===== config.mk =====
export PLATFORM = sky130hd
export DESIGN_NAME = uart_tx_word_arbiter
export DESIGN_NICKNAME = d
export VERILOG_FILES = /design/src/rtl/uart_tx_word_arbiter.sv
export SDC_FILE = /design/constraint.sdc
export NUM_CORES = 1
export LEC_CHECK = 0
export CORE_MARGIN = 2
export CORE_UTILIZATION = 49
export CTS_CLUSTER_DIAMETER = 30
export CTS_CLUSTER_SIZE = 40
export DETAILED_ROUTE_END_ITERATION = 8
export GPL_TIMING_DRIVEN = 0
export PLACE_DENSITY = 0.95
export SLEW_MARGIN = 0
export SYNTH_ARGS = -nofsm -noshare
export SYNTH_HDL_FRONTEND = slang
export SYNTH_SLANG_ARGS = --single-unit
export TNS_END_PERCENT = 5

===== constraint.sdc =====
create_clock -name clock -period 6.85 [get_ports clock]
set_input_delay 1.0275 -clock clock [delete_from_list [all_inputs] [get_ports clock]]
set_output_delay 1.0275 -clock clock [all_outputs]
set_load 0.01 [all_outputs]

===== src/rtl/uart_tx_word_arbiter.sv =====
// Round-robin arbiter that accepts a multi-byte word from one of NREQ requesters
// and feeds it byte by byte into a single byte-wide UART transmitter.
module uart_tx_word_arbiter #(
    parameter int NREQ      = 4,
    parameter int BYTES     = 4,
    parameter bit MSB_FIRST = 1'b0,
    localparam int IDW      = $clog2(NREQ),
    localparam int W        = 8 * BYTES
) (
    input  logic              clock,
    input  logic              reset,
    input  logic [NREQ-1:0]   req_valid,
    input  logic [NREQ*W-1:0] req_data,
    output logic [NREQ-1:0]   req_ready,
    output logic              tx_start,
    output logic [7:0]        tx_sdata,
    input  logic              tx_busy,
    output logic              busy,
    output logic [IDW-1:0]    grant_id
);

    // state | meaning
    // IDLE  | no word held; pick a requester and accept its word
    // SEND  | word held; issue the next byte once the transmitter is free
    // WAIT  | byte pulsed; wait for the transmitter to finish it
    typedef enum logic [1:0] {
        IDLE = 2'd0,
        SEND = 2'd1,
        WAIT = 2'd2
    } state_t;

    localparam int BIW = (BYTES > 1) ? $clog2(BYTES) : 1;

    state_t            state_q, state_d;
    logic [IDW-1:0]    rr_ptr_q, rr_ptr_d;
    logic [BIW-1:0]    byte_idx_q, byte_idx_d;
    logic [W-1:0]      word_q, word_d;
    logic [IDW-1:0]    grant_id_q, grant_id_d;
    logic              tx_start_q, tx_start_d;
    logic [7:0]        tx_sdata_q, tx_sdata_d;
    logic              busy_q, busy_d;

    logic [2*NREQ-1:0] valid_dbl;
    logic [NREQ-1:0]   valid_rot;
    logic [IDW-1:0]    first_k;
    logic [IDW:0]      grant_sum;
    logic [IDW-1:0]    grant;
    logic              any_valid;
    logic [W-1:0]      word_sel;
    logic [7:0]        byte_sel;
    int                byte_shift;

    // Rotate valids so bit 0 is the rr_ptr requester, then find the first set bit.
    always_comb begin
        valid_dbl = {req_valid, req_valid} >> rr_ptr_q;
        valid_rot = valid_dbl[NREQ-1:0];
        first_k   = '0;
        any_valid = 1'b0;
        for (int k = NREQ - 1; k >= 0; k--) begin
            if (valid_rot[k]) begin
                first_k   = IDW'(k);
                any_valid = 1'b1;
            end
        end
        grant_sum = {1'b0, rr_ptr_q} + {1'b0, first_k};
        if (grant_sum >= (IDW+1)'(NREQ)) begin
            grant_sum = grant_sum - (IDW+1)'(NREQ);
        end
        grant = grant_sum[IDW-1:0];
    end

    always_comb begin
        word_sel   = W'(req_data >> (W * int'(grant)));
        byte_shift = MSB_FIRST ? (W - 8 - 8 * int'(byte_idx_q)) : (8 * int'(byte_idx_q));
        byte_sel   = 8'(word_q >> byte_shift);
    end

    always_comb begin
        state_d    = state_q;
        rr_ptr_d   = rr_ptr_q;
        byte_idx_d = byte_idx_q;
        word_d     = word_q;
        grant_id_d = grant_id_q;
        tx_start_d = 1'b0;
        tx_sdata_d = tx_sdata_q;
        busy_d     = busy_q;
        case (state_q)
            IDLE: begin
                if (any_valid) begin
                    word_d     = word_sel;
                    grant_id_d = grant;
                    byte_idx_d = '0;
                    busy_d     = 1'b1;
                    state_d    = SEND;
                end
            end
            SEND: begin
                if (!tx_busy) begin
                    tx_start_d = 1'b1;
                    tx_sdata_d = byte_sel;
                    state_d    = WAIT;
                end
            end
            WAIT: begin
                // tx_busy echoes our own pulse, so the pulse cycle never counts as done.
                if (!tx_start_q && !tx_busy) begin
                    if (byte_idx_q == BIW'(BYTES - 1)) begin
                        rr_ptr_d = (grant_id_q == IDW'(NREQ - 1)) ? '0 : grant_id_q + 1'b1;
                        busy_d   = 1'b0;
                        state_d  = IDLE;
                    end else begin
                        byte_idx_d = byte_idx_q + 1'b1;
                        state_d    = SEND;
                    end
                end
            end
            default: begin
                busy_d  = 1'b0;
                state_d = IDLE;
            end
        endcase
    end

    always_ff @(posedge clock) begin
        if (reset) begin
            state_q    <= IDLE;
            rr_ptr_q   <= '0;
            byte_idx_q <= '0;
            word_q     <= '0;
            grant_id_q <= '0;
            tx_start_q <= 1'b0;
            tx_sdata_q <= 8'h00;
            busy_q     <= 1'b0;
        end else begin
            state_q    <= state_d;
            rr_ptr_q   <= rr_ptr_d;
            byte_idx_q <= byte_idx_d;
            word_q     <= word_d;
            grant_id_q <= grant_id_d;
            tx_start_q <= tx_start_d;
            tx_sdata_q <= tx_sdata_d;
            busy_q     <= busy_d;
        end
    end

    assign req_ready = (!reset && state_q == IDLE && any_valid) ? (NREQ'(1) << grant) : '0;
    assign tx_start  = tx_start_q;
    assign tx_sdata  = tx_sdata_q;
    assign busy      = busy_q;
    assign grant_id  = grant_id_q;

endmodule


# Word level (Yosys, flattened, before mapping)
# Cells that the tools add are included.
op_classes:
  shift: 4
  n_reduce_logical: 15
  mux: 25
  eq_ne: 9
  n_addsub: 4
  n_lt_le_gt_ge: 1
  n_bitwise: 2
op_table:
  columns: ["operator", "count"]
  rows:
  - ["$shr A128 B7 Y32", 1]
  - ["$shr A32 B5 Y8", 1]
  - ["$mux W2", 12]
  - ["$ne A2 B2 Y1 const B", 5]
  - ["$mux W1", 9]
  - ["$reduce_and A4 Y1", 2]
  - ["$shr A8 B2 Y4", 1]
  - ["$eq A2 B2 Y1 const B", 3]
  - ["$pmux W2 S3", 1]
  - ["$reduce_and A3 Y1", 2]
  - ["$add A2 B1 Y2 const B", 2]
  - ["$mux W4", 1]
  - ["$pmux W2 S2", 1]
  - ["$reduce_and A2 Y1", 2]
  - ["$shl A1 B2 Y4 const A", 1]
  - ["$add A2 B2 Y3", 1]
  - ["$ge A3 B3 Y1 const B", 1]
  - ["$logic_and A1 B1 Y1", 3]
  - ["$logic_not A1 Y1", 3]
  - ["$pmux W1 S3", 1]
  - ["$eq A2 B1 Y1 const B", 1]
  - ["$logic_not A2 Y1", 1]
  - ["$not A1 Y1", 2]
  - ["$reduce_bool A2 Y1", 1]
  - ["2 further kinds", 2]
word_totals:
  word_cells: 68
  input_bits: 135
  reg_bits: 50
  out_inout_bits: 16

# Depth between registers and ports, before layout
logic_depth:
  word_depth: 10
  depth_mapped: 13
  mapped_depth_nobuf: 10

# Worst setup path before layout
# Ideal clock, no wire load.
synth_timing:
  kind: "in2out"
  start: "input port req_valid[0]"
  end: "output port req_ready[2]"
  arrival_time_ns: 3.187
  slack_ns: 2.635
  path_buffers: 2
  stages: 9
  path_cell_list: "clkbuf_2 > or4_1 > nand3_1 > ha_1 > xor2_1 > nand3_4 > clkbuf_1 > and2_4 > nor3_1"
synth_between:
  elab_chain_cells: 10
synth_rtl:
  columns: ["element", "line", "rtl"]
  rows:
  - ["start: declaration", "12", "input logic [NREQ-1:0] req_valid,"]
  - ["$shr A8 B2 Y4 (*)", "55", "valid_dbl = {req_valid, req_valid} >> rr_ptr_q;"]
  - ["$mux W2 (4 in a row)", "60", "if (valid_rot[k]) begin"]
  - ["$add A2 B2 Y3", "65", "grant_sum = {1'b0, rr_ptr_q} + {1'b0, first_k};"]
  - ["$ge A3 B3 Y1 / $sub A2 B1 Y2 (equally long branches)", "66, 67", null]
  - ["$mux W2", "66", "if (grant_sum >= (IDW+1)'(NREQ)) begin"]
  - ["$shl A1 B2 Y4", "146", "assign req_ready = (!reset && state_q == IDLE && any_valid) ? (NREQ'(1) << grant) : '0;"]
  - ["$mux W4 (*)", "146", null]
  - ["end: declaration", "14", "output logic [NREQ-1:0] req_ready,"]
# Mark *: on every way between the ends. The rest lies on a longest branch, timed or not.

# Worst setup path after layout
layout_timing:
  start: "input port req_valid[3]"
  end: "output port req_ready[1]"
# Same word-level chain as after synthesis.

==> results.yml <==
placement:
  post-place-cells: 721
  gp_congestion: 0.966
  port_buffers: 149
  dp_hpwl_um: 11100
worst_setup_path:
  max_stage_delay_ns: 0.62
  start_kind: "input pin"
  crit_required_ns: 5.82
  critPathCaptureType: "primary output"
  slowest_stage: "buf_1"
  path_delay_family: "buffers and inverters"
  criticalPathCategory: "in -> out"
  critPathBufInv: 5
  reg2reg_setup_slack_ns: 3.28
  cp_cell_sequence: "clkdlybuf4s50_1 -> nor2_1 -> or4_1 -> nand3_1 -> ha_1 -> clkbuf_1 -> buf_2 -> buf_1 -> nand2_1 -> nor2_1 -> clkdlybuf4s50_1"
  cp.arrival_ns: 4.76
  critPathMaxFanout: 10
cells_and_area:
  nets: 762
  drive_gt1_share_pct: 13.3
  syn2layout_area_growth_pct: 42.5
  antenna_cells: 0
  layout_commonest_cell: "clkdlybuf4s50_1"
  layout_common_cells: "clkdlybuf4s50_1 (149), nand2_1 (57), nor2_1 (51)"
  stdcell_count: 729
detailed_routing:
  vias: 4515
  avgRoutedWirePerCell_um: 19.8
  drt-total-wl_um: 14400
  ant_nets: 0
  drcViolationCount: 0
  first_iter_violations: 396
  vias_per_cell: 6.19
  drtPass1Iterations: 7
timing:
  min_period_over_period_pct: 84.5
  slew_viol_final: 0
  finalSetupTns_ns: 0
  finalHoldViolations: 0
  rsz0062_at_grt: "no"
  finClkSkew_ns: 0.00987
  max_freq_mhz: 173
  setup_viol: 0
  slew_headroom_pct: 49.0
  tightest_slew_ns: 0.762
  fin_crit_ns: 5.79
clocking:
  cts_max_level: 2
  tritoncts: "yes"
  path_clk_slew_ns: 0.10
  cts_resized: 0
  cts_sinks: 50
  cts_setup_buffers: 0
  cts_root_buffer: "clkbuf_8"
  hold_buffers: 0
  clk_latency_ns: 0.31
  cts_inserted_buffers: 5
  cts_buffer_depth: 2
global_routing:
  grt_max_degree: 17
  gr-usage-met3_pct: 4.03
  gr-total-overflow: 0
  track_usage_pct: 31.2
  antenna_found_initial: 0
  grt_pass1_wl_um: 21800
  grt_pass1_vias: 4420
  grt_busiest_layer: "met2"
  grt_use_met1_pct: 37.2
  met2_usage_pct: 56.3
power_and_ir_drop:
  power_mw: 0.851
  p_leak_nw: 2.42
  vdd_drop_max_uv: 104
  p_per_area_nw_per_um2: 146
floorplanning:
  floorplan.initialDensity_pct: 50.2
  dieArea_um2: 9080
  core.rowCount: 33
  die_y_um: 95.3
  die_w_um: 95.3
  coreArea_um2: 8130
  io_pins: 151
synthesis:
  synthDistinctLibCells: 44
  synthArstFlopShare_pct: 0
  synth_flop_cell: "dfxtp_1"
  seq_area_frac_synth_pct: 24.5
  syn_nets: 606
  ys_warn_count: 0
  synth_edf_count: 0
  postSynthAreaPerCell_um2: 8.75
  ys_seq_elements: 50
  syn_area_um2: 4080
  synthCells: 467
job:
  cap_viol_max_count: 0
hold_path:
  hp-class: "reg -> reg"
run_status:
  status: "completed"
-- cell families (layout without fill, tap and decap cells) --
| kind of cell | Yosys count | after routing | synth area share, % |
|---|---|---|---|
| flip-flops | 50 | 50 | 24.5 |
| multiplexers | 58 | 58 | 16.7 |
| XOR/XNOR | 2 | 2 | 0.429 |
| AO/OA/AOI/OAI | 76 | 76 | 21.4 |
| adder cells (fa/ha/maj) | 4 | 4 | 1.23 |
| buffers and inverters | 49 | 206 | 6.07 |
| AND/OR/NAND/NOR | 228 | 228 | 29.7 |
-- tightest hold or removal path, cell delays in order, from the launching register on --
cell and delay, ns:
dfxtp_1 0.32, nand2_1 0.06, a21oi_1 0.06
-- where the power goes --
group | internal, mW | switching, mW
clock network | 0.109 | 0.108
logic | 0.159 | 0.137
registers | 0.318 | 0.0213
-- registers in the layout, summed over array words and instances (netlist names) --
register / flops
word_q: 32
tx_sdata: 8
byte_idx_q: 2
grant_id: 2
rr_ptr_q: 2
state_q: 2
busy: 1
tx_start: 1
-- through the flow --
| stage | hold slack, ns | setup WS (ns) | utilization [%] | cell area (um^2) |
|---|---|---|---|---|
| 2_1_floorplan | 0.449 | 2.64 | - | 4080 |
| 3_3_place_gp | 0.445 | 1.26 | 70.2 | 5710 |
| 3_5_place_dp | 0.456 | 1.13 | 70.2 | 5710 |
| 4_1_cts | 0.471 | 1.12 | 71.6 | 5820 |
| 5_1_grt | 0.494 | 0.883 | 71.6 | 5820 |
| 6_report | 0.472 | 1.06 | 71.6 | 5820 |
-- cell usage after synthesis, drive strengths merged (8+ instances only) --
cell type / number / area share [%]
a21oi: 16 / 2.0
a221oi: 16 / 5.3
and3: 48 / 7.4
buf: 22 / 3.6
clkbuf: 26 / 2.4
dfxtp: 50 / 25
mux2i: 50 / 12
mux4: 8 / 4.4
nand2: 58 / 5.4
nand3b: 33 / 6.1
nor2: 51 / 4.7
nor2b: 16 / 2.5
o41ai: 32 / 12
-- final cells by class --
cell class / count / area, um^2
well taps: 105 / 131
inverters: 1 / 3.75
plain buffers: 48 / 244
flip-flops and latches: 50 / 1000
repair buffers: 149 / 1490
fillers: 597 / 2310
clock buffers: 5 / 68.8
multi-input cells: 368 / 2840
clock inverters: 3 / 45.0
-- worst paths after layout --
path | from | end | cells past startpoint
setup reg to reg | rr_ptr_q[0]$_SDFFE_PP0P_ | word_q[18]$_SDFFE_PP0P_ | 12
hold / removal | tx_sdata[7]$_SDFFE_PP0P_ | tx_sdata[7]$_SDFFE_PP0P_ | 2
hold reg to reg | tx_sdata[7]$_SDFFE_PP0P_ | tx_sdata[7]$_SDFFE_PP0P_ | 2
setup / recovery | req_valid[3] | req_ready[1] | 11
-- layer usage --
layer	wire length (um)	up-vias	share of wire (%)
met1	5450	2105	38
met4	567	0	3.9
met2	7150	313	50
met5	0	-	0
met3	1250	60	8.6
li1	-	2037	-
(Power assumes the default switching activity.)
